===== src/rtl/lcd_pkg.sv =====
// lcd_pkg: opcode bounds, nibble-phase type and the space character shared by lcd_responder.
package lcd_pkg;
  typedef enum logic [1:0] {MODE8, HI, LO} phase_e;
  localparam logic [7:0] SPACE      = 8'h20;
  localparam logic [7:0] OP_CLEAR   = 8'h01;
  localparam logic [7:0] OP_HOME    = 8'h02;
  localparam logic [7:0] OP_ENTRY   = 8'h04;
  localparam logic [7:0] OP_DISPLAY = 8'h08;
  localparam logic [7:0] OP_SHIFT   = 8'h10;
  localparam logic [7:0] OP_FUNC    = 8'h20;
  localparam logic [7:0] OP_CGRAM   = 8'h40;
  localparam logic [7:0] OP_DDRAM   = 8'h80;
endpackage


===== src/rtl/lcd_responder_if.sv =====
// lcd_responder_if: host strobe/nibble bus, DDRAM read port and status; trace
// signals exist only when LCD_RESPONDER_TRACE_EN is defined.
interface lcd_responder_if #(parameter int COLS = 16) ();
  localparam int AW = $clog2(COLS) + 1;
  logic          lcd_en;
  logic          lcd_rs;
  logic [3:0]    lcd_data;
  logic [AW-1:0] rd_addr;
  logic [7:0]    rd_data;
  logic [6:0]    cursor_addr;
  logic          four_bit;
  logic          display_on;
  logic          busy;
  logic          overrun;
`ifdef LCD_RESPONDER_TRACE_EN
  logic          trace_valid;
  logic          trace_rs;
  logic [7:0]    trace_byte;
`endif
  modport master (
`ifdef LCD_RESPONDER_TRACE_EN
    input trace_valid, trace_rs, trace_byte,
`endif
    output lcd_en, lcd_rs, lcd_data, rd_addr,
    input rd_data, cursor_addr, four_bit, display_on, busy, overrun
  );
  modport slave (
`ifdef LCD_RESPONDER_TRACE_EN
    output trace_valid, trace_rs, trace_byte,
`endif
    input lcd_en, lcd_rs, lcd_data, rd_addr,
    output rd_data, cursor_addr, four_bit, display_on, busy, overrun
  );
endinterface


===== src/rtl/lcd_ddram.sv =====
// lcd_ddram: 2*COLS x 8 display RAM, one write port, registered read port.
module lcd_ddram #(
  parameter int COLS = 16,
  parameter int AW   = $clog2(COLS) + 1
) (
  input  logic          clk,
  input  logic          reset,
  input  logic          we,
  input  logic [AW-1:0] waddr,
  input  logic [7:0]    wdata,
  input  logic [AW-1:0] raddr,
  output logic [7:0]    rdata
);
  logic [7:0] mem_q [2*COLS];
  logic [7:0] rdata_q;
  always_ff @(posedge clk) if (we) mem_q[waddr] <= wdata;
  always_ff @(posedge clk or negedge reset)
    if (!reset) rdata_q <= '0;
    else rdata_q <= mem_q[raddr];
  assign rdata = rdata_q;
endmodule


===== src/rtl/lcd_responder.sv =====
// lcd_responder: HD44780-style responder decoding 8/4-bit host strobes into a 2-row DDRAM.
// Define LCD_RESPONDER_TRACE_EN to add the executed-byte trace outputs.
module lcd_responder
  import lcd_pkg::*;
#(parameter int COLS = 16) (
  input logic            clk,
  input logic            reset,
  lcd_responder_if.slave bus
);
  localparam int LW = $clog2(COLS);
  localparam int AW = LW + 1;
  localparam logic [AW-1:0] LAST   = AW'(2 * COLS - 1);
  localparam logic [6:0]    R0_END = 7'(COLS - 1);
  localparam logic [6:0]    R1_END = 7'(64 + COLS - 1);
  phase_e phase_q, phase_d;
  logic en_q, rs_cap_q, rs_cap_d, four_bit_q, four_bit_d, disp_q, disp_d, id_q, id_d;
  logic busy_q, busy_d, ovr_q, ovr_d, strobe, exec, we;
  logic [3:0] nib_q, nib_d, hi_q, hi_d;
  logic [6:0] ac_q, ac_d, ac_step;
  logic [AW-1:0] clr_q, clr_d, waddr;
  logic [7:0] byte_v, wdata, rd_data;
  assign strobe  = en_q & ~bus.lcd_en;
  assign ac_step = id_q ? (ac_q == R0_END ? 7'h40 : ac_q == R1_END ? 7'h00 : ac_q + 7'd1)
                        : (ac_q == 7'h00 ? R1_END : ac_q == 7'h40 ? R0_END : ac_q - 7'd1);
  always_comb begin
    rs_cap_d   = bus.lcd_en ? bus.lcd_rs : rs_cap_q;
    nib_d      = bus.lcd_en ? bus.lcd_data : nib_q;
    phase_d    = phase_q;
    hi_d       = hi_q;
    four_bit_d = four_bit_q;
    disp_d     = disp_q;
    id_d       = id_q;
    ac_d       = ac_q;
    busy_d     = busy_q;
    clr_d      = busy_q ? clr_q + 1'b1 : clr_q;
    ovr_d      = ovr_q | (strobe & busy_q);
    exec       = 1'b0;
    byte_v     = phase_q == LO ? {hi_q, nib_q} : {nib_q, 4'h0};
    we         = busy_q;
    waddr      = clr_q;
    wdata      = SPACE;
    if (busy_q && clr_q == LAST) busy_d = 1'b0;
    if (strobe && !busy_q) begin
      exec    = phase_q != HI;
      hi_d    = phase_q == HI ? nib_q : hi_q;
      phase_d = phase_q == HI ? LO : phase_q == LO ? HI : MODE8;
    end
    if (exec && rs_cap_q) begin
      we    = 1'b1;
      waddr = {ac_q[6], ac_q[LW-1:0]};
      wdata = byte_v;
      ac_d  = ac_step;
    end else if (exec) begin
      if (byte_v >= OP_DDRAM) ac_d = byte_v[6:0];
      else if (byte_v >= OP_FUNC && byte_v < OP_CGRAM) begin
        four_bit_d = ~byte_v[4];
        phase_d    = byte_v[4] ? MODE8 : HI;
      end
      else if (byte_v >= OP_DISPLAY && byte_v < OP_SHIFT) disp_d = byte_v[2];
      else if (byte_v >= OP_ENTRY && byte_v < OP_DISPLAY) id_d = byte_v[1];
      else if (byte_v >= OP_HOME && byte_v < OP_ENTRY) ac_d = 7'h00;
      else if (byte_v == OP_CLEAR) begin
        ac_d   = 7'h00;
        id_d   = 1'b1;
        busy_d = 1'b1;
        clr_d  = '0;
      end
    end
  end
  always_ff @(posedge clk or negedge reset)
    if (!reset) begin
      phase_q    <= MODE8;
      en_q       <= 1'b0;
      rs_cap_q   <= 1'b0;
      nib_q      <= '0;
      hi_q       <= '0;
      four_bit_q <= 1'b0;
      disp_q     <= 1'b0;
      id_q       <= 1'b1;
      ac_q       <= '0;
      busy_q     <= 1'b0;
      clr_q      <= '0;
      ovr_q      <= 1'b0;
    end else begin
      phase_q    <= phase_d;
      en_q       <= bus.lcd_en;
      rs_cap_q   <= rs_cap_d;
      nib_q      <= nib_d;
      hi_q       <= hi_d;
      four_bit_q <= four_bit_d;
      disp_q     <= disp_d;
      id_q       <= id_d;
      ac_q       <= ac_d;
      busy_q     <= busy_d;
      clr_q      <= clr_d;
      ovr_q      <= ovr_d;
    end
  lcd_ddram #(.COLS(COLS), .AW(AW)) u_ddram (
    .clk(clk), .reset(reset), .we(we), .waddr(waddr), .wdata(wdata),
    .raddr(bus.rd_addr), .rdata(rd_data)
  );
  assign bus.rd_data     = rd_data;
  assign bus.cursor_addr = ac_q;
  assign bus.four_bit    = four_bit_q;
  assign bus.display_on  = disp_q;
  assign bus.busy        = busy_q;
  assign bus.overrun     = ovr_q;
`ifdef LCD_RESPONDER_TRACE_EN
  logic tv_q, trs_q, trs_d;
  logic [7:0] tb_q, tb_d;
  always_comb begin
    trs_d = exec ? rs_cap_q : trs_q;
    tb_d  = exec ? byte_v : tb_q;
  end
  always_ff @(posedge clk or negedge reset)
    if (!reset) begin
      tv_q  <= 1'b0;
      trs_q <= 1'b0;
      tb_q  <= '0;
    end else begin
      tv_q  <= exec;
      trs_q <= trs_d;
      tb_q  <= tb_d;
    end
  assign bus.trace_valid = tv_q;
  assign bus.trace_rs    = trs_q;
  assign bus.trace_byte  = tb_q;
`endif
endmodule


===== src/flat_wrapper.sv =====
// flat-port wrapper written by rule: the top's interface ports become plain ports
module lcd_responder_flat import lcd_pkg::*;
#(parameter int COLS = 16)
  (clk, reset, bus_lcd_en, bus_lcd_rs, bus_lcd_data, bus_rd_addr, bus_rd_data, bus_cursor_addr, bus_four_bit, bus_display_on, bus_busy, bus_overrun);
  lcd_responder_if #(.COLS(COLS)) bus_i ();
  input logic clk;
  input logic reset;
  input wire logic [$bits(bus_i.lcd_en)-1:0] bus_lcd_en;
  input wire logic [$bits(bus_i.lcd_rs)-1:0] bus_lcd_rs;
  input wire logic [$bits(bus_i.lcd_data)-1:0] bus_lcd_data;
  input wire logic [$bits(bus_i.rd_addr)-1:0] bus_rd_addr;
  output wire logic [$bits(bus_i.rd_data)-1:0] bus_rd_data;
  output wire logic [$bits(bus_i.cursor_addr)-1:0] bus_cursor_addr;
  output wire logic [$bits(bus_i.four_bit)-1:0] bus_four_bit;
  output wire logic [$bits(bus_i.display_on)-1:0] bus_display_on;
  output wire logic [$bits(bus_i.busy)-1:0] bus_busy;
  output wire logic [$bits(bus_i.overrun)-1:0] bus_overrun;
  assign bus_i.lcd_en = bus_lcd_en;
  assign bus_i.lcd_rs = bus_lcd_rs;
  assign bus_i.lcd_data = bus_lcd_data;
  assign bus_i.rd_addr = bus_rd_addr;
  assign bus_rd_data = bus_i.rd_data;
  assign bus_cursor_addr = bus_i.cursor_addr;
  assign bus_four_bit = bus_i.four_bit;
  assign bus_display_on = bus_i.display_on;
  assign bus_busy = bus_i.busy;
  assign bus_overrun = bus_i.overrun;
  lcd_responder #(.COLS(COLS)) u_core (.clk(clk), .reset(reset), .bus(bus_i));
endmodule

===== config.mk =====
export PLATFORM = sky130hd
export DESIGN_NAME = lcd_responder_flat
export DESIGN_NICKNAME = d
export VERILOG_FILES = /design/src/rtl/lcd_pkg.sv /design/src/rtl/lcd_responder_if.sv /design/src/rtl/lcd_ddram.sv /design/src/rtl/lcd_responder.sv /design/src/flat_wrapper.sv
export SDC_FILE = /design/constraint.sdc
export NUM_CORES = 1
export LEC_CHECK = 0
export CAP_MARGIN = 20
export CELL_PAD_IN_SITES_DETAIL_PLACEMENT = 1
export CELL_PAD_IN_SITES_GLOBAL_PLACEMENT = 1
export CORE_ASPECT_RATIO = 2
export CORE_MARGIN = 10
export CORE_UTILIZATION = 45
export DETAILED_ROUTE_END_ITERATION = 10
export DONT_BUFFER_PORTS = 1
export PLACE_DENSITY = 0.73
export SYNTH_ARGS = -nofsm -noshare
export SYNTH_HDL_FRONTEND = slang
export SYNTH_HIERARCHICAL = 1
export SYNTH_SLANG_ARGS = --single-unit
export TNS_END_PERCENT = 20

===== constraint.sdc =====
create_clock -name clk -period 3.54 [get_ports clk]
set_input_delay 0 -clock clk [delete_from_list [all_inputs] [get_ports clk]]
set_output_delay 0 -clock clk [all_outputs]
set_load 0.01 [all_outputs]

# Word-level counts from Yosys, hierarchy flattened
# Memories as Yosys holds them, arrays and structs flattened. A register that Yosys moved wholly into a read port is not among the register bits.
# Index checks and enable logic that the tools add are counted.
classes:
  add_sub_neg: 3
  magnitude_cmp: 9
  eq_ne: 12
  mux: 49
  n_bitwise: 9
  n_reduce_logical: 18
ops:
  columns: ["operator", "n"]
  rows:
  - ["7-bit two-way mux", 13]
  - ["5-bit two-way mux", 10]
  - ["1-bit two-way mux", 18]
  - ["8-bit two-way mux", 2]
  - ["7-bit == test, second input constant", 2]
  - ["2-bit two-way mux", 6]
  - ["5-bit AND reduction", 2]
  - ["3-bit by 1-bit inequality test with 1-bit output, second input constant", 3]
  - ["8-bit by 1-bit == test with 1-bit output, second input constant", 1]
  - ["8-bit by 2-bit greater-or-equal comparator with 1-bit output, second input constant", 1]
  - ["8-bit by 3-bit greater-or-equal comparator with 1-bit output, second input constant", 1]
  - ["8-bit by 4-bit greater-or-equal comparator with 1-bit output, second input constant", 1]
  - ["8-bit by 6-bit greater-or-equal comparator with 1-bit output, second input constant", 1]
  - ["8-bit greater-or-equal comparator, second input constant", 1]
  - ["8-bit by 3-bit less-than comparator with 1-bit output, second input constant", 1]
  - ["8-bit by 4-bit less-than comparator with 1-bit output, second input constant", 1]
  - ["8-bit by 5-bit less-than comparator with 1-bit output, second input constant", 1]
  - ["8-bit by 7-bit less-than comparator with 1-bit output, second input constant", 1]
  - ["7-bit by 1-bit adder with 7-bit output, second input constant", 1]
  - ["7-bit by 4-bit == test with 1-bit output, second input constant", 1]
  - ["1-bit logical AND", 7]
  - ["7-bit logical NOT", 1]
  - ["7-bit AND reduction", 1]
  - ["7-bit by 1-bit subtractor with 7-bit output, second input constant", 1]
  - ["other kinds (13)", 22]
totals:
  register_bits: 29
  ram_bits: 256
  in_bits: 13
  out_inout_bits: 19
  word_cells: 113
  n_memories: 1
mem_list:
  columns: ["memory", "words", "width", "rd", "rd_clocked_by_memory_dff", "wr", "line", "rtl"]
  rows:
  - ["u_core.u_ddram.mem_q", 32, 8, 1, 1, 1, "lcd_ddram.sv:14", "logic [7:0] mem_q [2*COLS];"]

# Logic depth before layout (Yosys ltp)
# Gate-level depths: netlist of run 1.
logic_depth:
  ltp_word: 11
  ltp_mapped: 9
  ltp_nobuf: 7

# By module
# The synthesis of run 1 kept the hierarchy.
modules_own_cells:
  columns: ["module", "n_inst", "cells_each", "area_per_inst_um2"]
  rows:
  - ["lcd_ddram", 1, 417, 10093.4]
  - ["lcd_responder", 1, 222, 1934.4]

# Least setup slack after synthesis of run 1
# OpenSTA, ideal clock, no wires.
synth_path:
  path_kind: "reg2reg"
  from: "reg u_core.busy_q (netlist: u_core/bus.busy)"
  to: "mem u_core.u_ddram.mem_q[0][0] (data pin)"
  t_arrival_ns: 2.623
  t_required_ns: 3.095
  slack_ns: 0.472
  path_stages_with_launch: 6
  path_buffers: 2
  path_cell_list: "dfrtp_1 -> buf_6 -> nor3b_1 -> nand3_1 -> clkbuf_1 -> nor3_1"
synth_between:
  elab_chain_cells: 5
synth_rtl:
  columns: ["item", "line", "rtl"]
  rows:
  - ["from (decl)", "lcd_responder.sv:17", "logic busy_q, busy_d, ovr_q, ovr_d, strobe, exec, we;"]
  - ["from (signal assigned)", "lcd_responder.sv:94", "busy_q <= busy_d;"]
  - ["1-bit logical NOT", "lcd_responder.sv:43", "if (strobe && !busy_q) begin"]
  - ["1-bit logical AND", "lcd_responder.sv:43", null]
  - ["1-bit two-way mux", "lcd_responder.sv:43", null]
  - ["1-bit logical AND", "lcd_responder.sv:48", "if (exec && rs_cap_q) begin"]
  - ["8-bit two-way mux", "lcd_responder.sv:48", null]
  - ["net u_core.wdata[0]", "lcd_responder.sv:21", "logic [7:0] byte_v, wdata, rd_data;"]
  - ["to (decl)", "lcd_ddram.sv:14", null]
# The timed path passes the listed nets, and every way through them passes these cells.

# Worst setup path in the final report of run 1
layout_path:
  from: "reg u_core.busy_q (netlist: u_core/bus.busy)"
  to: "mem u_core.u_ddram.mem_q[17][7], enable pin"
layout_between:
  word_cells_on_any_way: 8
layout_lines:
  columns: ["item", "line", "rtl"]
  rows:
  - ["1-bit logical NOT", "lcd_responder.sv:43", null]
  - ["1-bit logical AND", "lcd_responder.sv:43", null]
  - ["1-bit two-way mux", "lcd_responder.sv:43", null]
  - ["1-bit logical AND", "lcd_responder.sv:48", null]
  - ["5-bit two-way mux", "lcd_responder.sv:48", null]
  - ["net u_core.waddr[0]", "lcd_responder.sv:20", "logic [AW-1:0] clr_q, clr_d, waddr;"]
# The timed path passes the listed nets, and every way through them passes these cells.

==> out/results.tsv, run 1 <==
stage	metric	value	unit
cts	h-tree-depth	1	
sta	finalCritPeriodShare	98.61	%
sta	relSlewSlack	39.72	%
floorplanning	initial_core_util	45.59	%
sta	skew	7.326	ps
critical_path	crit_arrival	3650	ps
grt	grt_pass1_vias	6723	
sta	rsz0062_at_grt	yes	
critical_path	critPathRequiredTime	3700	ps
routing	wl_per_cell	28.97	um
grt	grt.overflow.total	0	
sta	finalHoldViolCount	0	
power	p_per_area	577.9	nW/um^2
routing	vias_per_cell	5.941	
logic_synthesis	synth_fp_nets	656	
power	totalPowerFinal	7.815	mW
logic_synthesis	syn_avg_cell_area	18.82	sq um
logic_synthesis	synth-compound-area-share	2.725	%
routing	drtIter0Drc	509	
cells_and_area	areaGrowthSynthToFinish	12.43	%
routing	vias	6113	
sta	whs	24.83	ps
logic_synthesis	synth_seq_cells	293	
grt	antenna_found_initial	0	
logic_synthesis	async_reset_ff_share	12.63	%
grt	grt.total_usage	17.73	%
logic_synthesis	ys.warnings.count	6	
cells_and_area	antenna_cells	0	
critical_path	cp-start-kind	flop	
critical_path	rrSetupSlack	50	ps
status	run_status	finished clean	
logic_synthesis	synth_cell_types	58	
power	p_switching	1.851	mW
logic_synthesis	synth-main-ff-cell	edfxtp_1	
cts	cts_tree	yes	
critical_path	path_class	reg -> reg	
logic_synthesis	syn-instance-count	639	
logic_synthesis	synth_xor_area_share	0.2913	%
sta	fin_crit	3491	ps
critical_path	crit_path_top_delay_cell	nor2_1	
power	clkPwrFrac	37.5	%
critical_path	crit_chain	nor3b_1 -> nand3_1 -> buf_4 -> o21ai_0 -> nand3b_1 -> nor2_1	
min_path	min_path_type	in -> async	
sta	tns	0	ps
placement	hpwl	20170	um
power	p_sw_share	23.69	%
grt	grt_max_degree	65	
cts	insertion_delay	530	ps
sta	fmax	286.5	MHz
power	p_int	5.964	mW
placement	io_buffers	0	
logic_synthesis	synthMuxAreaShare	16.63	%
cells_and_area	layout.nets	684	
routing	ant_nets	0	
cts	clock_sinks	293	
critical_path	path_buf_inv	1	
floorplanning	io_pins	32	
grt	grt_pass1_wl	44660	um
power	combinationalPowerShare	9.8	%
logic_synthesis	synthAdderAreaFrac	0.4161	%
critical_path	end_kind	flop	
floorplanning	die_h	251.2	um
cts	cts_buffer_depth	3	
sta	worstMarginPinSlew	901.2	ps
cts	ctsRootBufferMaster	clkbuf_16	
power	leakagePower	4.489	nW
cells_and_area	fillers	2366	
sta	setup_viol	0	
floorplanning	rows	84	
logic_synthesis	synth-seq-area-share	71.62	%
routing	drc	0	
cts	post_cts_buffers	0	
critical_path	cpPeakStageDelay	760	ps
floorplanning	coreArea	26380	sq um
power	p_seq_share	52.7	%
sta	slew_violations	0	
cts	cts_buffers	26	
routing	drt_first_pass_iters	5	
placement	place_congestion	0.8747	
logic_synthesis	yosys.area_share.simple	6.429	%
run	drv_cap	0	
logic_synthesis	synth_top_family_by_area	multiplexers	
cells_and_area	drive_above_1_share	25.99	%
floorplanning	die-width	135.6	um
routing	totalWireLength	29810	um
power	irDropWorstVdd	0.3479	mV
critical_path	cpLargestDelayFamily	simple AND/OR/NAND/NOR gates	
critical_path	crit_path_max_fanout	23	
cts	path_clk_slew	60	ps
floorplanning	die_area	34060	sq um
logic_synthesis	synth_edf_count	256	
logic_synthesis	mappedNetlistArea	12030	sq um
cells_and_area	fin_util	51.26	%
==> metrics by stage <==
step	setup WS, ps	cell area, sq um	std cells
floorplan	472.0	12030	639
global placement	303.9	12450	968
detailed placement	132.5	12450	968
CTS	98.91	13510	1029
global route	-117.7	13520	1029
finish	49.05	13520	1029
==> what timing repair did <==
action	in CTS	in global routing
hold buffers	15	0
resized for setup	0	7
endpoints found under the setup margin	0	128
endpoints found under the hold margin	60	0
==> layer usage <==
metal | part of all wire [%] | wire length, um | global-route usage (%)
met1 | 32 | 9529 | 17.45
met2 | 59 | 17580 | 34.43
met3 | 4.5 | 1334 | 2.717
met4 | 4.6 | 1364 | 8.282
met5 | 0 | 0 | 0
==> cell usage in the layout, fill, tap and decap left out, drive strengths merged, types with 3 or more instances in the layout <==
cell	instances
o21ai	12
buf	25
a31oi	3
a211oi	3
nand4b	4
dlygate4sd3	13
mux2	15
xor2	3
nor2	57
mux4	80
clkinv	7
inv	7
mux2i	3
nand2b	3
nand4	5
or3b	4
and3	7
nor3	6
and2b	4
nand3b	5
bufinv	5
nand2	30
dfrtp	36
ha	4
edfxtp	256
clkbuf	33
nor3b	4
a21oi	11
nand3	6
==> cell usage after synthesis (5+ instances only) <==
cell      number  share of area [%]
nor3_1         6               0.25
nand4_1        5               0.26
buf_4          7               0.44
edfxtp_1     256                 64
dfrtp_1       36                7.5
nand3_1        6               0.25
and3_1         7               0.36
clkbuf_1      16               0.50
nor2_1        56                1.7
mux2_2        14                1.3
nand3b_1       5               0.31
mux4_2        80                 15
nand2_1       30               0.94
buf_2          7               0.29
o21ai_0       12               0.50
a21oi_1       11               0.46
inv_1          7               0.22
buf_1          5               0.16
==> kinds of logic (layout without fill, tap and decap cells) <==
logic type               Yosys count  count (layout)
flip-flops                       293             293
AND/OR/NAND/NOR                  148             148
multiplexers                      98              98
AO/OA/AOI/OAI                     47              47
buffers and inverters             45              91
adder cells (fa/ha/maj)            4               4
XOR/XNOR                           4               4
==> flip-flops by register name, indices dropped and copies added, names as in the netlist, 4 cells and up, named ones only <==
name / count
u_core/hi_q: 4
u_core/nib_q: 4
u_core/u_ddram/rdata: 8
u_core/clr_q: 5
u_core/u_ddram/mem_q: 256
u_core/bus.cursor_addr: 7
==> worst register-to-register path, stage by stage (launching register included) <==
cell and delay, ps:
dfrtp_1 380, nor3b_1 600, nand3_1 220, buf_4 270, o21ai_0 340, nand3b_1 550, nor2_1 760
==> final timing paths <==
check,depth (start not counted),from,end
max,6,u_core/bus.busy$_DFF_PN0_,u_core/u_ddram/mem_q[17][7]$_DFFE_PP_
min,2,reset,u_core/id_q$_DFFE_PN1P_
max reg2reg,6,u_core/bus.busy$_DFF_PN0_,u_core/u_ddram/mem_q[17][7]$_DFFE_PP_
min reg2reg,1,u_core/bus.overrun$_DFF_PN0_,u_core/bus.overrun$_DFF_PN0_
max in group asynchronous,3,reset,u_core/nib_q[0]$_DFFE_PN0P_
min in group clk,3,bus_rd_addr[2],u_core/u_ddram/rdata[7]$_DFF_PN0_
==> power groups by stage <==
stage / sequential [mW] / combinational (mW) / clock [mW]
after floorplan: 4.06 / 0.624 / 0
after global placement: 4.19 / 0.688 / 0
after detailed placement: 4.20 / 0.715 / 0
after CTS: 4.12 / 0.763 / 2.99
after global routing: 4.15 / 0.829 / 3.12
final: 4.12 / 0.763 / 2.93
==> area by class of cell <==
type,instances,area [sq um],area share [%]
flip-flops and latches,293,8615,63.70
multi-input cells,301,3218,23.80
clock buffers,33,698.2,5.163
well taps,344,430.4,3.183
repair buffers,38,342.8,2.535
clock inverters,13,192.7,1.425
inverters,7,26.28,0.1943
No activity file was read; power rests on OpenSTA's default activity.
==> run 2: changes to the inputs <==
--- a/config.mk
+++ b/config.mk
@@ -5,6 +5,7 @@
 export SDC_FILE = /design/constraint.sdc
 export NUM_CORES = 1
 export LEC_CHECK = 0
+export ABC_AREA = 1
 export CAP_MARGIN = 20
 export CELL_PAD_IN_SITES_DETAIL_PLACEMENT = 1
 export CELL_PAD_IN_SITES_GLOBAL_PLACEMENT = 1
@@ -13,7 +14,7 @@
 export CORE_UTILIZATION = 45
 export DETAILED_ROUTE_END_ITERATION = 10
 export DONT_BUFFER_PORTS = 1
-export PLACE_DENSITY = 0.73
+export PLACE_DENSITY = 0.78
 export SYNTH_ARGS = -nofsm -noshare
 export SYNTH_HDL_FRONTEND = slang
 export SYNTH_HIERARCHICAL = 1
==> run 2 against run 1 <==
Compared with the run above:
- first-iteration DRC count up 26%
- total power increased by 2.8%
- combinational power up 35%
- largest cell class unchanged
- critical endpoint is now u_core/u_ddram/mem_q[13][3]$_DFFE_PP_
- worst setup slack better by 360 ps
- synthesized cell count grew 89%
- hold slack worse by 14 ps
- area after synthesis rose by 6.0%
==> out/results.tsv, run 2 <==
stage	metric	value	unit
logic_synthesis	syn_avg_cell_area	10.57	sq um
sta	rsz0062_at_grt	no	
critical_path	path_buf_inv	1	
logic_synthesis	synth-seq-area-share	67.55	%
cts	path_clk_slew	70	ps
logic_synthesis	async_reset_ff_share	12.63	%
cts	cts-resized-gates	0	
placement	io_buffers	0	
sta	tns	0	ps
sta	skew	12.88	ps
cells_and_area	mostFrequentLayoutCells	457 x nand2_1, 256 x edfxtp_1, 229 x nand3_1	
cts	insertion_delay	540	ps
sta	fmax	319.3	MHz
critical_path	rr_startpoint	u_core/bus.busy$_DFF_PN0_	
critical_path	crit_path_top_delay_cell	nor2_1	
sta	setup_viol	0	
grt	antenna_found_initial	0	
cells_and_area	drive_above_1_share	9.321	%
cells_and_area	regMostFlops	u_core/u_ddram/mem_q	
grt	grt_max_degree	129	
logic_synthesis	synth_seq_cells	293	
critical_path	cpLargestDelayFamily	simple AND/OR/NAND/NOR gates	
cts	cts_buffers	26	
routing	totalWireLength	37610	um
logic_synthesis	synth_edf_count	256	
routing	wl_per_cell	23.19	um
cells_and_area	layout.nets	1263	
floorplanning	die_area	35880	sq um
floorplanning	die_h	258.1	um
sta	worstMarginPinSlew	1060	ps
logic_synthesis	yosys-top-cells-area	edfxtp_1 60%, nand2_1 13%, nand3_1 9.0%	
cts	clock_sinks	293	
cts	cts_buffer_depth	3	
routing	vias_per_cell	5.600	
cells_and_area	largest_reg_flops	256	
logic_synthesis	mappedNetlistArea	12750	sq um
cells_and_area	mostFrequentLayoutCell	nand2_1	
sta	fin_crit	3132	ps
critical_path	cp-start-kind	flop	
cells_and_area	antenna_cells	0	
floorplanning	io_pins	32	
floorplanning	coreArea	28080	sq um
critical_path	critPathRequiredTime	3710	ps
sta	finalCritPeriodShare	88.46	%
run	drv_cap	0	
power	leakagePower	5.703	nW
critical_path	crit_chain	inv_2 -> nand3_1 -> nor2_4 -> nand2_4 -> o21ai_0 -> nand3_1 -> nor2_1	
critical_path	cpMostUsedCell	nand3_1	
cts	h-tree-depth	1	
sta	relSlewSlack	29.10	%
status	run_status	finished clean	
floorplanning	rows	87	
floorplanning	die-width	139.0	um
logic_synthesis	synth.most_common_cell	nand2_1	
power	p_per_area	560.3	nW/um^2
grt	grt_pass1_vias	10050	
logic_synthesis	synth_fp_nets	1224	
logic_synthesis	synth-main-ff-cell	edfxtp_1	
critical_path	crit_path_max_fanout	28	
grt	grt_pass1_wl	57560	um
critical_path	crit_arrival	3310	ps
logic_synthesis	yosysTopAreaCell	edfxtp_1	
routing	dr.max_layer_used	met4	
critical_path	end_kind	flop	
power	irDropWorstVdd	0.4519	mV
cts	hold_buffers	26	
sta	finalHoldViolCount	0	
critical_path	path_class	reg -> reg	
routing	drt-met1-wl	12530	um
routing	ant_nets	0	
routing	drc	0	
routing	vias	9083	
power	totalPowerFinal	8.035	mW
sta	slew_violations	0	
floorplanning	initial_core_util	45.41	%
routing	wl_met3	1780	um
routing	dr_wl_met2	21330	um
placement	hpwl	24250	um
cts	ctsRootBufferMaster	clkbuf_16	
logic_synthesis	synth_cell_types	29	
logic_synthesis	synth_top_area_share	60.28	%
cts	post_cts_buffers	0	
routing	drt_first_pass_iters	5	
cts	cts_tree	yes	
cells_and_area	areaGrowthSynthToFinish	12.46	%
placement	place_congestion	0.8652	
grt	grt.overflow.total	0	
cells_and_area	fin_util	51.06	%
logic_synthesis	ys.warnings.count	6	
min_path	hp-start	bus_rd_addr[1]	
logic_synthesis	yosys-top-cells-count	457 x nand2_1, 256 x edfxtp_1, 229 x nand3_1, 60 x nor2_1, 39 x inv_1	
critical_path	cpPeakStageDelay	630	ps
routing	drtIter0Drc	640	
grt	grt.total_usage	20.65	%
critical_path	critical_path.startpoint	u_core/bus.busy$_DFF_PN0_	
min_path	min_path_type	in -> reg	
logic_synthesis	syn-instance-count	1207	
-- run 2: cell count changes in the layout (fill, tap and decap cells not counted), sizes merged, moves of 6 or more --
cell and delta:
nand4 +6, dlygate4sd3 +11, a21oi -9, inv +38
and3 -6, nand2 +435, nor2 +7, nand3 +224
mux2 -15, o21ai +8, mux4 -80, buf +20
-- run 2: worst paths after layout --
kind / slack [ps] / cells past startpoint / to
setup / recovery: 410 / 7 / u_core/u_ddram/mem_q[13][3]$_DFFE_PP_
hold / removal: 10 / 7 / u_core/u_ddram/rdata[2]$_DFF_PN0_
setup reg to reg: 410 / 7 / u_core/u_ddram/mem_q[13][3]$_DFFE_PP_
hold reg to reg: 490 / 2 / u_core/hi_q[0]$_DFFE_PN0P_
max in group asynchronous: 2790 / 4 / u_core/hi_q[0]$_DFFE_PN0P_
min in group asynchronous: 530 / 3 / u_core/id_q$_DFFE_PN1P_
-- run 2: layer usage --
metal / track usage (%) / up-vias
met5: 0 / -
met4: 10.80 / 0
met3: 2.922 / 111
met2: 40.58 / 298
met1: 20.02 / 4488
li1: - / 4186
-- run 2: worst reg2reg max path, delay by kind of cell, from the launching register on --
| kind | cells | cell delay [ps] |
|---|---|---|
| flip-flops | 1 | 390 |
| AO/OA/AOI/OAI | 1 | 520 |
| buffers and inverters | 1 | 110 |
| AND/OR/NAND/NOR | 5 | 1760 |
-- run 2: per-stage QoR --
stage | hold WS [ps] | worst slack, ps | instance area [sq um] | cells
2_1_floorplan | -295.6 | 572.5 | 12750 | 1207
4_1_cts | 10.58 | 474.8 | 14330 | 1621
5_1_grt | 33.35 | 107.3 | 14340 | 1622
3_3_place_gp | -293.6 | 693.3 | 13110 | 1546
3_5_place_dp | -293.6 | 463.0 | 13130 | 1547
6_report | 11.28 | 408.5 | 14340 | 1622
-- run 2: cell families after synthesis --
| group | Yosys count | synth area share [%] |
|---|---|---|
| and+or+nand+nor | 776 | 25.89 |
| DFF | 293 | 67.55 |
| buffers and inverters | 103 | 4.719 |
| AOI/OAI and AO/OA | 27 | 1.168 |
| xor gates and xnor gates | 4 | 0.2747 |
| adders and majority gates | 4 | 0.3925 |
-- run 2: power breakdown --
part | switching (mW) | leakage (nW) | internal [mW]
combinational | 0.722 | 2.32 | 0.308
sequential | 0.150 | 2.94 | 3.85
clock | 1.27 | 0.440 | 1.73
-- run 2: area by class of cell --
type                            instances  area (sq um)
Clock buffer                           31         710.7
Clock inverter                         17         201.4
Fill cell                            3049         13740
Inverter                               45         170.2
Multi-Input combinational cell        811          3556
Sequential cell                       293          8615
Tap cell                              356         445.4
Timing Repair Buffer                   69         643.1
